## config.mk

```make
export PLATFORM = sky130hd
export DESIGN_NAME = adpll_acq_sequencer
export DESIGN_NICKNAME = d
export VERILOG_FILES = /design/src/rtl/adpll_acq_sequencer.sv
export SDC_FILE = /design/constraint.sdc
export NUM_CORES = 1
export LEC_CHECK = 0
export CAP_MARGIN = 20
export CORE_UTILIZATION = 30
export DETAILED_ROUTE_END_ITERATION = 8
export GPL_TIMING_DRIVEN = 1
export HOLD_SLACK_MARGIN = 0.02
export SYNTH_ARGS = -nofsm -noshare
export SYNTH_HDL_FRONTEND = slang
export SYNTH_SLANG_ARGS = --single-unit
export TNS_END_PERCENT = 1
```

## constraint.sdc

```tcl
create_clock -name phase_clk -period 4.1 [get_ports phase_clk]
set_clock_uncertainty 0.05 [all_clocks]
set_input_delay 0.82 -clock phase_clk [delete_from_list [all_inputs] [get_ports phase_clk]]
set_output_delay 0.82 -clock phase_clk [all_outputs]
set_load 0.01 [all_outputs]
```

## src/rtl/adpll_acq_sequencer.sv

```systemverilog
// Purpose: ADPLL frequency-acquisition / lock sequencer driving the integer DCO code from p_up/p_down decisions.
// Latency: 1 phase_clk cycle from sampled decision to registered code/step/state/flag outputs.
// Backpressure: none; a decision is consumed every cycle (both-high or both-low is a HOLD).
// Optional feature: define ADPLL_LOCK_MONITOR_EN to re-enter SEARCH after UNLOCK_CNT same-direction moves in LOCKED.
module adpll_acq_sequencer #(
    parameter int CODE_MAX   = 128,
    parameter int CODE_INIT  = 32,
    parameter int STEP_INIT  = 4,
    parameter int LOCK_CNT   = 8,
    parameter int UNLOCK_CNT = 4
) (
    input  logic       phase_clk,
    input  logic       reset_n,
    input  logic       enable,
    input  logic       p_up,
    input  logic       p_down,
    output logic [7:0] dco_code,
    output logic [4:0] step,
    output logic       freq_lock,
    output logic       acq_busy,
    output logic [2:0] state
);

    typedef enum logic [2:0] {
        ST_IDLE   = 3'd0,
        ST_SEARCH = 3'd1,
        ST_TRACK  = 3'd2,
        ST_LOCKED = 3'd3
    } state_t;

    state_t     r_state;
    logic [7:0] r_code;
    logic [4:0] r_step;
    logic       r_last_vld;
    logic       r_last_inc;
    logic [3:0] r_lock_cnt;
    logic       r_freq_lock;
    logic       r_acq_busy;

    state_t     w_state_nxt;
    logic [7:0] w_code_nxt;
    logic [4:0] w_step_nxt;
    logic       w_last_vld_nxt;
    logic       w_last_inc_nxt;
    logic [3:0] w_lock_cnt_nxt;
    logic [3:0] w_lock_cnt_inc;
    logic       w_move;
    logic [4:0] w_move_step;
    logic       w_load_idle;
    logic       w_forget_dir;
    logic [8:0] w_sum;
    logic [8:0] w_diff;

    logic w_inc;
    logic w_dec;
    logic w_vld;
    logic w_rev;

`ifdef ADPLL_LOCK_MONITOR_EN
    logic [3:0] r_unlock_cnt;
    logic [3:0] w_unlock_cnt_nxt;
    logic [3:0] w_unlock_cnt_inc;
`endif

    // Decision decode: exactly one of p_up/p_down is a move, anything else is HOLD.
    assign w_inc = p_down & ~p_up;
    assign w_dec = p_up & ~p_down;
    assign w_vld = w_inc | w_dec;
    assign w_rev = w_vld & r_last_vld & (w_inc != r_last_inc);

    // Next-state, code arithmetic and counter updates.
    always_comb begin
        w_state_nxt    = r_state;
        w_code_nxt     = r_code;
        w_step_nxt     = r_step;
        w_last_vld_nxt = r_last_vld;
        w_last_inc_nxt = r_last_inc;
        w_lock_cnt_nxt = r_lock_cnt;
        w_lock_cnt_inc = r_lock_cnt + 4'd1;
        w_move         = 1'b0;
        w_move_step    = r_step;
        w_load_idle    = 1'b0;
        w_forget_dir   = 1'b0;
        w_sum          = '0;
        w_diff         = '0;
`ifdef ADPLL_LOCK_MONITOR_EN
        w_unlock_cnt_nxt = r_unlock_cnt;
        w_unlock_cnt_inc = r_unlock_cnt + 4'd1;
`endif

        case (r_state)
            ST_IDLE: begin
                w_load_idle = 1'b1;
                if (enable) begin
                    w_state_nxt = ST_SEARCH;
                end
            end
            ST_SEARCH: begin
                w_move = w_vld;
                if (w_rev) begin
                    if (r_step > 5'd1) begin
                        // Halve first, then move by the halved step in the same cycle.
                        w_step_nxt  = r_step >> 1;
                        w_move_step = r_step >> 1;
                    end else begin
                        w_move_step    = 5'd1;
                        w_state_nxt    = ST_TRACK;
                        w_lock_cnt_nxt = 4'd0;
                    end
                end
            end
            ST_TRACK: begin
                w_move      = w_vld;
                w_move_step = 5'd1;
                w_step_nxt  = 5'd1;
                if (!w_vld || w_rev) begin
                    if (w_lock_cnt_inc == 4'(LOCK_CNT)) begin
                        w_state_nxt    = ST_LOCKED;
                        w_lock_cnt_nxt = 4'd0;
`ifdef ADPLL_LOCK_MONITOR_EN
                        w_unlock_cnt_nxt = 4'd0;
`endif
                    end else begin
                        w_lock_cnt_nxt = w_lock_cnt_inc;
                    end
                end else begin
                    w_lock_cnt_nxt = 4'd0;
                end
            end
            ST_LOCKED: begin
                w_move      = w_vld;
                w_move_step = 5'd1;
                w_step_nxt  = 5'd1;
`ifdef ADPLL_LOCK_MONITOR_EN
                if (w_vld && !w_rev) begin
                    if (w_unlock_cnt_inc == 4'(UNLOCK_CNT)) begin
                        // Drifting one way: restart the coarse search from the current code.
                        w_state_nxt      = ST_SEARCH;
                        w_step_nxt       = 5'(STEP_INIT);
                        w_forget_dir     = 1'b1;
                        w_unlock_cnt_nxt = 4'd0;
                    end else begin
                        w_unlock_cnt_nxt = w_unlock_cnt_inc;
                    end
                end else begin
                    w_unlock_cnt_nxt = 4'd0;
                end
`endif
            end
            default: begin
                w_load_idle = 1'b1;
                w_state_nxt = ST_IDLE;
            end
        endcase

        // 9-bit arithmetic so the saturation compare sees the carry / borrow.
        if (w_move) begin
            w_last_vld_nxt = 1'b1;
            w_last_inc_nxt = w_inc;
            if (w_inc) begin
                w_sum = {1'b0, r_code} + {4'd0, w_move_step};
                w_code_nxt = (w_sum > 9'(CODE_MAX)) ? 8'(CODE_MAX) : w_sum[7:0];
            end else begin
                w_diff = {1'b0, r_code} - {4'd0, w_move_step};
                w_code_nxt = ({1'b0, r_code} < {4'd0, w_move_step}) ? 8'd0 : w_diff[7:0];
            end
        end

        if (w_forget_dir) begin
            w_last_vld_nxt = 1'b0;
        end

        if (!enable) begin
            w_state_nxt = ST_IDLE;
            w_load_idle = 1'b1;
        end

        if (w_load_idle) begin
            w_code_nxt     = 8'(CODE_INIT);
            w_step_nxt     = 5'(STEP_INIT);
            w_last_vld_nxt = 1'b0;
            w_last_inc_nxt = 1'b0;
            w_lock_cnt_nxt = 4'd0;
`ifdef ADPLL_LOCK_MONITOR_EN
            w_unlock_cnt_nxt = 4'd0;
`endif
        end
    end

    // State and datapath registers; flags decoded from next state so they align with state.
    always_ff @(posedge phase_clk) begin
        if (!reset_n) begin
            r_state     <= ST_IDLE;
            r_code      <= 8'(CODE_INIT);
            r_step      <= 5'(STEP_INIT);
            r_last_vld  <= 1'b0;
            r_last_inc  <= 1'b0;
            r_lock_cnt  <= 4'd0;
            r_freq_lock <= 1'b0;
            r_acq_busy  <= 1'b0;
`ifdef ADPLL_LOCK_MONITOR_EN
            r_unlock_cnt <= 4'd0;
`endif
        end else begin
            r_state     <= w_state_nxt;
            r_code      <= w_code_nxt;
            r_step      <= w_step_nxt;
            r_last_vld  <= w_last_vld_nxt;
            r_last_inc  <= w_last_inc_nxt;
            r_lock_cnt  <= w_lock_cnt_nxt;
            r_freq_lock <= (w_state_nxt == ST_LOCKED);
            r_acq_busy  <= (w_state_nxt == ST_SEARCH) || (w_state_nxt == ST_TRACK);
`ifdef ADPLL_LOCK_MONITOR_EN
            r_unlock_cnt <= w_unlock_cnt_nxt;
`endif
        end
    end

    assign dco_code  = r_code;
    assign step      = r_step;
    assign freq_lock = r_freq_lock;
    assign acq_busy  = r_acq_busy;
    assign state     = r_state;

endmodule
```

* After elaboration in Yosys (flattened, before gate mapping)
Cells that the tools add are included.
** Word-level totals
- Register bits after elaboration :: 24
- Input bits :: 5
- Output and inout port bits :: 18
- Logic and storage cells :: 67
** Operators by class
- Add/subtract/negate cells :: 3
- $lt $le $gt $ge :: 3
- Equality and inequality tests :: 11
- Multiplexer cells :: 23
- Bitwise operators :: 8
- Reductions and logical operators :: 11
** Operator list (number)
- two-way mux 8 bit :: 3
- two-way mux 4 bit :: 5
- case mux 5 bit (2 select lines) :: 2
- two-way mux 3 bit :: 5
- two-way mux 5 bit :: 3
- == test 3 x 2 -> 1 bit (second input constant) :: 4
- case mux 3 bit (4 select lines) :: 1
- adder 8 x 5 -> 9 bit :: 1
- greater-than comparator 9 x 8 -> 1 bit (second input constant) :: 1
- < comparator 8 x 5 -> 1 bit :: 1
- case mux 4 bit (2 select lines) :: 1
- subtractor 8 x 5 -> 8 bit :: 1
- == test 3 x 1 -> 1 bit (second input constant) :: 2
- inequality test 2 bit (second input constant) :: 3
- AND reduction 3 bit :: 2
- greater-than comparator 5 x 1 -> 1 bit (second input constant) :: 1
- adder 4 x 1 -> 4 bit (second input constant) :: 1
- bitwise AND 1 bit :: 4
- == test 4 bit (second input constant) :: 1
- nonzero test 2 bit :: 2
- OR reduction 2 bit :: 2
- logical NOT 3 bit :: 1
- two-way mux 1 bit :: 3
- inverter 1 bit :: 3
- 5 further kinds :: 6

* Depth between registers and ports, before layout
- Depth in word-level cells :: 11
- Gate-level depth with buffers :: 15
- Gate-level depth less buffers :: 13

* Worst setup path before layout
No wires, ideal clock.
- Path kind :: in2reg
- Start point :: input p_up
- End point :: register r_code[0], in the netlist dco_code[0]
- Library setup time :: 0.091 ns
- Arrival :: 3.882 ns
- Data required time :: 3.959 ns
- Slack :: 0.077 ns
- Cell stages on the path :: 14
- Buffers on the path :: 1
- Cell sequence :: inv_1 ha_1 buf_2 xor2_1 nand4_1 or4b_1 o22a_1 ha_1 fa_1 a21o_1 a211o_1 o211ai_1 a32oi_1 a311oi_1
** Between the ends
- Longest elaborated chain between the ends :: 11
- Elaborated cells on any way between the ends :: 17
- Those cells by class :: add/sub: 2; order compare: 2; eq/ne: 1; mux: 6; bitwise: 6
** RTL lines
- start: declaration :: RTL line 15 : input logic p_up,
- inverter 1 bit (*) :: RTL line 66 : assign w_inc = p_down & ~p_up;
- bitwise AND 1 bit (*) :: RTL line 66
- net w_inc :: RTL line 54 : logic w_inc;
- bitwise OR 1 bit :: RTL line 68 : assign w_vld = w_inc | w_dec;
- bitwise AND 1 bit (2 in series) :: RTL line 69 : assign w_rev = w_vld & r_last_vld & (w_inc != r_last_inc);
- two-way mux 5 bit :: RTL line 100 : if (w_rev) begin
- case mux 5 bit (2 select lines) :: RTL line 91 : case (r_state)
- adder 8 x 5 -> 9 bit :: RTL line 161 : w_sum = {1'b0, r_code} + {4'd0, w_move_step};
- greater-than comparator 9 x 8 -> 1 bit :: RTL line 162 : w_code_nxt = (w_sum > 9'(CODE_MAX)) ? 8'(CODE_MAX) : w_sum[7:0];
- two-way mux 8 bit :: RTL line 162
- two-way mux 8 bit :: RTL line 160 : if (w_inc) begin
- end signal: assignment :: RTL line 194 : r_code <= 8'(CODE_INIT);
- end signal: assignment :: RTL line 206 : r_code <= w_code_nxt;
- end: declaration :: RTL line 32 : logic [7:0] r_code;
Mark *: on every way through the listed nets, which the timed path passes. The rest lies on a longest branch.
A chain may end at the register's enable or synchronous reset.

* Worst setup path in the final report
Ends and elaborated chain as after synthesis.

==> impl_metrics.py <==
metrics = {
    "final_layout": {
        "mostFrequentLayoutCells": "sky130_fd_sc_hd__buf_4 (33), sky130_fd_sc_hd__dfxtp_1 (22), sky130_fd_sc_hd__a21oi_1 (20)",
        "fillers": 541,
        "final_net_count": 272,
        "syn2layout_area_growth_pct": 36.4,
        "num_antenna_cells": 0,
        "fin_cells": 324,
        "final_common_cell": "sky130_fd_sc_hd__buf_4",
        "drive_above_1_share": 0.217,
    },
    "synthesis": {
        "synth_seq_area_share": 0.265,
        "postSynth.topFlopCell": "sky130_fd_sc_hd__dfxtp_1",
        "post_synth_inst_count": 205,
        "async_reset_ff_frac": 0,
        "yosysWarningCount": 0,
        "syn-mean-instance-area_sq_um": 8.12,
        "number_of_enable_flip_flop_cells_after_synthesis": 0,
        "syn-cell-area_sq_mm": 0.00166,
        "synthDistinctLibCells": 61,
        "yosys_register_bits": 22,
    },
    "clock_tree": {
        "hold_fix_buffers_cts": 0,
        "worst_skew_pair_latency_ns": 0.26,
        "clock-sinks": 22,
        "cts_made_buffers": 3,
        "cts_tree": "done",
        "htreeDepth": 1,
        "cts.root.buffer_cell": "sky130_fd_sc_hd__clkbuf_8",
        "worst_setup_hold_path_clk_slew_ns": 0.09,
        "clock_tree.buffer_depth": 2,
    },
    "floorplanning": {
        "dieHeight_um": 76.5,
        "io-pin-count": 23,
        "rows": 26,
        "design.core.area_sq_mm": 0.00524,
        "die_extent_in_x_um": 76.5,
        "floorplan.initialDensity": 0.318,
        "die_area_sq_mm": 0.00585,
    },
    "critical_path": {
        "crit_path_frequent_cell": "sky130_fd_sc_hd__ha_2",
        "cpPeakStageDelay_ns": 0.51,
        "crit_path_top_delay_cell": "sky130_fd_sc_hd__or4b_4",
        "path_buf_inv": 2,
        "critical_path_required_ns": 4.23,
        "critPathArrivalTime_ns": 3.92,
        "cp_cell_sequence": "dlymetal6s2s_1 > inv_1 > ha_2 > xor2_2 > nand4_1 > or4b_4 > o22a_1 > ha_2 > fa_2 > a21o_4 > a211o_1 > o211ai_1 > a32oi_2 > a311oi_1",
        "end_kind": "flop",
        "path_max_fanout": 4,
        "r2r_setup_slack_ns": 0.84,
        "crit_type": "in -> reg",
        "crit_family": "compound AO/OA/AOI/OAI gates",
        "critPathLaunchType": "input pin",
    },
    "timing": {
        "timing_max_transition_violations_final": 0,
        "fin_crit_sh": 0.924,
        "rsz0062_at_grt": "no",
        "final.hold.worst_slack_ns": 0.426,
        "final.min_clock_period_ns": 3.79,
        "setup_viol": 0,
        "normalized_max_slew_margin": 0.505,
        "hold_viol": 0,
        "achievable-frequency_mhz": 264,
        "worstMarginPinSlew_ns": 0.735,
    },
    "routing": {
        "drt_iter0_markers": 141,
        "dr_total_vias": 1685,
        "via_per_inst": 5.20,
        "detail_route.wirelength_mm": 4.55,
        "avgRoutedWirePerCell_um": 14.0,
        "postRouteAntennaNets": 0,
        "detail_route.first_pass.iterations": 4,
        "post-route-drc-count": 0,
    },
    "status": {
        "run_status": "finished, final reports clean",
    },
    "placement": {
        "placement.io_buffers": 20,
        "gpl.final_weighted_congestion": 0.901,
        "dp.final_hpwl_mm": 3.31,
        "post-place-cells": 318,
    },
    "flow_run": {
        "drv_cap": 0,
    },
    "pwr": {
        "leakage_power_nw": 0.862,
        "p_per_area_mw_per_mm2": 204,
        "ir_worst_vdd_v": 0.000171,
    },
    "global_routing": {
        "grt_use_total": 0.161,
        "grt_pass1_wl_mm": 7.76,
        "grt_remaining_overflow": 0,
        "number_of_global_route_vias_before_repair": 1636,
        "antenna_found_initial": 0,
        "largest_net_degree_at_the_start_of_global_routing": 16,
    },
    "min_path": {
        "class_of_the_tightest_hold_or_removal_check": "reg -> reg",
    },
}
==> power breakdown <==
group / switching, mW / total, mW / internal [mW]
registers: 0.00294 / 0.218 / 0.215
logic: 0.0215 / 0.0407 / 0.0192
clock network: 0.0743 / 0.205 / 0.130
total: 0.0987 / 0.463 / 0.365
==> logic make-up after synthesis <==
kind of cell / after synthesis / synth area share
simple gates: 69 / 0.222
fa+ha+maj: 12 / 0.0992
buf+inv: 21 / 0.0571
other cells: 1 / 0.00225
flops: 22 / 0.265
mux: 1 / 0.00602
xor+xnor: 9 / 0.0474
compound gates: 70 / 0.302
==> routing by layer <==
layer / vias to the layer above / part of all wire / wire, um / track usage
met4: 0 / 0.010 / 47 / 0.0462
met5: - / 0 / 0 / 0
met3: 6 / 0.024 / 108 / 0.0204
li1: 854 / - / - / -
met1: 798 / 0.50 / 2290 / 0.229
met2: 27 / 0.46 / 2100 / 0.252
==> flip-flops by register name, indices dropped and copies added, names as in the netlist <==
| signal | count |
|---|---|
| r_last_inc | 1 |
| step | 3 |
| state | 3 |
| freq_lock | 1 |
| acq_busy | 1 |
| r_lock_cnt | 4 |
| r_last_vld | 1 |
| dco_code | 8 |
==> per-stage QoR <==
step	setup WS (ns)	area (sq um)	power [mW]	TNS, ns	util
2_1_floorplan	0.0769	1670	0.244	0	-
3_3_place_gp	-0.425	2140	0.262	-2.69	0.408
3_5_place_dp	-0.454	2140	0.262	-2.95	0.408
4_1_cts	0.00137	2250	0.469	0	0.430
5_1_grt	0.123	2270	0.482	0	0.433
6_report	0.311	2270	0.463	0	0.433
==> synthesized netlist by cell type (3+ instances only) <==
cell type                  instances  area share
sky130_fd_sc_hd__dfxtp_1          22        0.26
sky130_fd_sc_hd__a21oi_1          21       0.063
sky130_fd_sc_hd__nor2_1           18       0.041
sky130_fd_sc_hd__nand2_1          13       0.029
sky130_fd_sc_hd__inv_1            11       0.025
sky130_fd_sc_hd__ha_1             10       0.075
sky130_fd_sc_hd__o21ai_0           7       0.021
sky130_fd_sc_hd__clkbuf_1          6       0.014
sky130_fd_sc_hd__nand3_1           6       0.018
sky130_fd_sc_hd__nor3_1            6       0.018
sky130_fd_sc_hd__xnor2_1           6       0.032
sky130_fd_sc_hd__o21ai_1           5       0.015
sky130_fd_sc_hd__nand2b_1          4       0.015
sky130_fd_sc_hd__a211oi_1          3       0.014
sky130_fd_sc_hd__a21o_1            3       0.014
sky130_fd_sc_hd__a221oi_1          3       0.016
sky130_fd_sc_hd__nand4_1           3       0.011
sky130_fd_sc_hd__o221ai_1          3       0.016
sky130_fd_sc_hd__xor2_1            3       0.016
==> worst min-delay path, cell delays in order, from the launching register on <==
cell	delay (ns)
sky130_fd_sc_hd__dfxtp_1	0.34
sky130_fd_sc_hd__inv_1	0.05
sky130_fd_sc_hd__a21oi_1	0.05
==> layout make-up <==
class	count	area [sq um]	share of cell area
tap	70	87.6	0.0386
multi-input combinational	164	1180	0.518
timing repair buffer	53	453	0.200
sequential	22	440	0.194
clock inverter	1	30.0	0.0132
clock buffer	3	41.3	0.0182
inverter	11	41.3	0.0182
==> what timing repair did <==
action,in CTS,in global routing
setup buffers,1,1
setup endpoints to repair,7,8
hold endpoints to repair,0,0
resized for setup,8,3
pin swaps,13,11
==> final timing paths <==
check	from	to	depth (start not counted)
worst min register to register	step[0]	step[0]	2
worst max register to register	r_last_inc	dco_code[0]	11
worst max-delay path	p_up	dco_code[0]	14
worst min-delay path	step[0]	step[0]	2
Note: power is estimated with default switching activity, not from simulation.
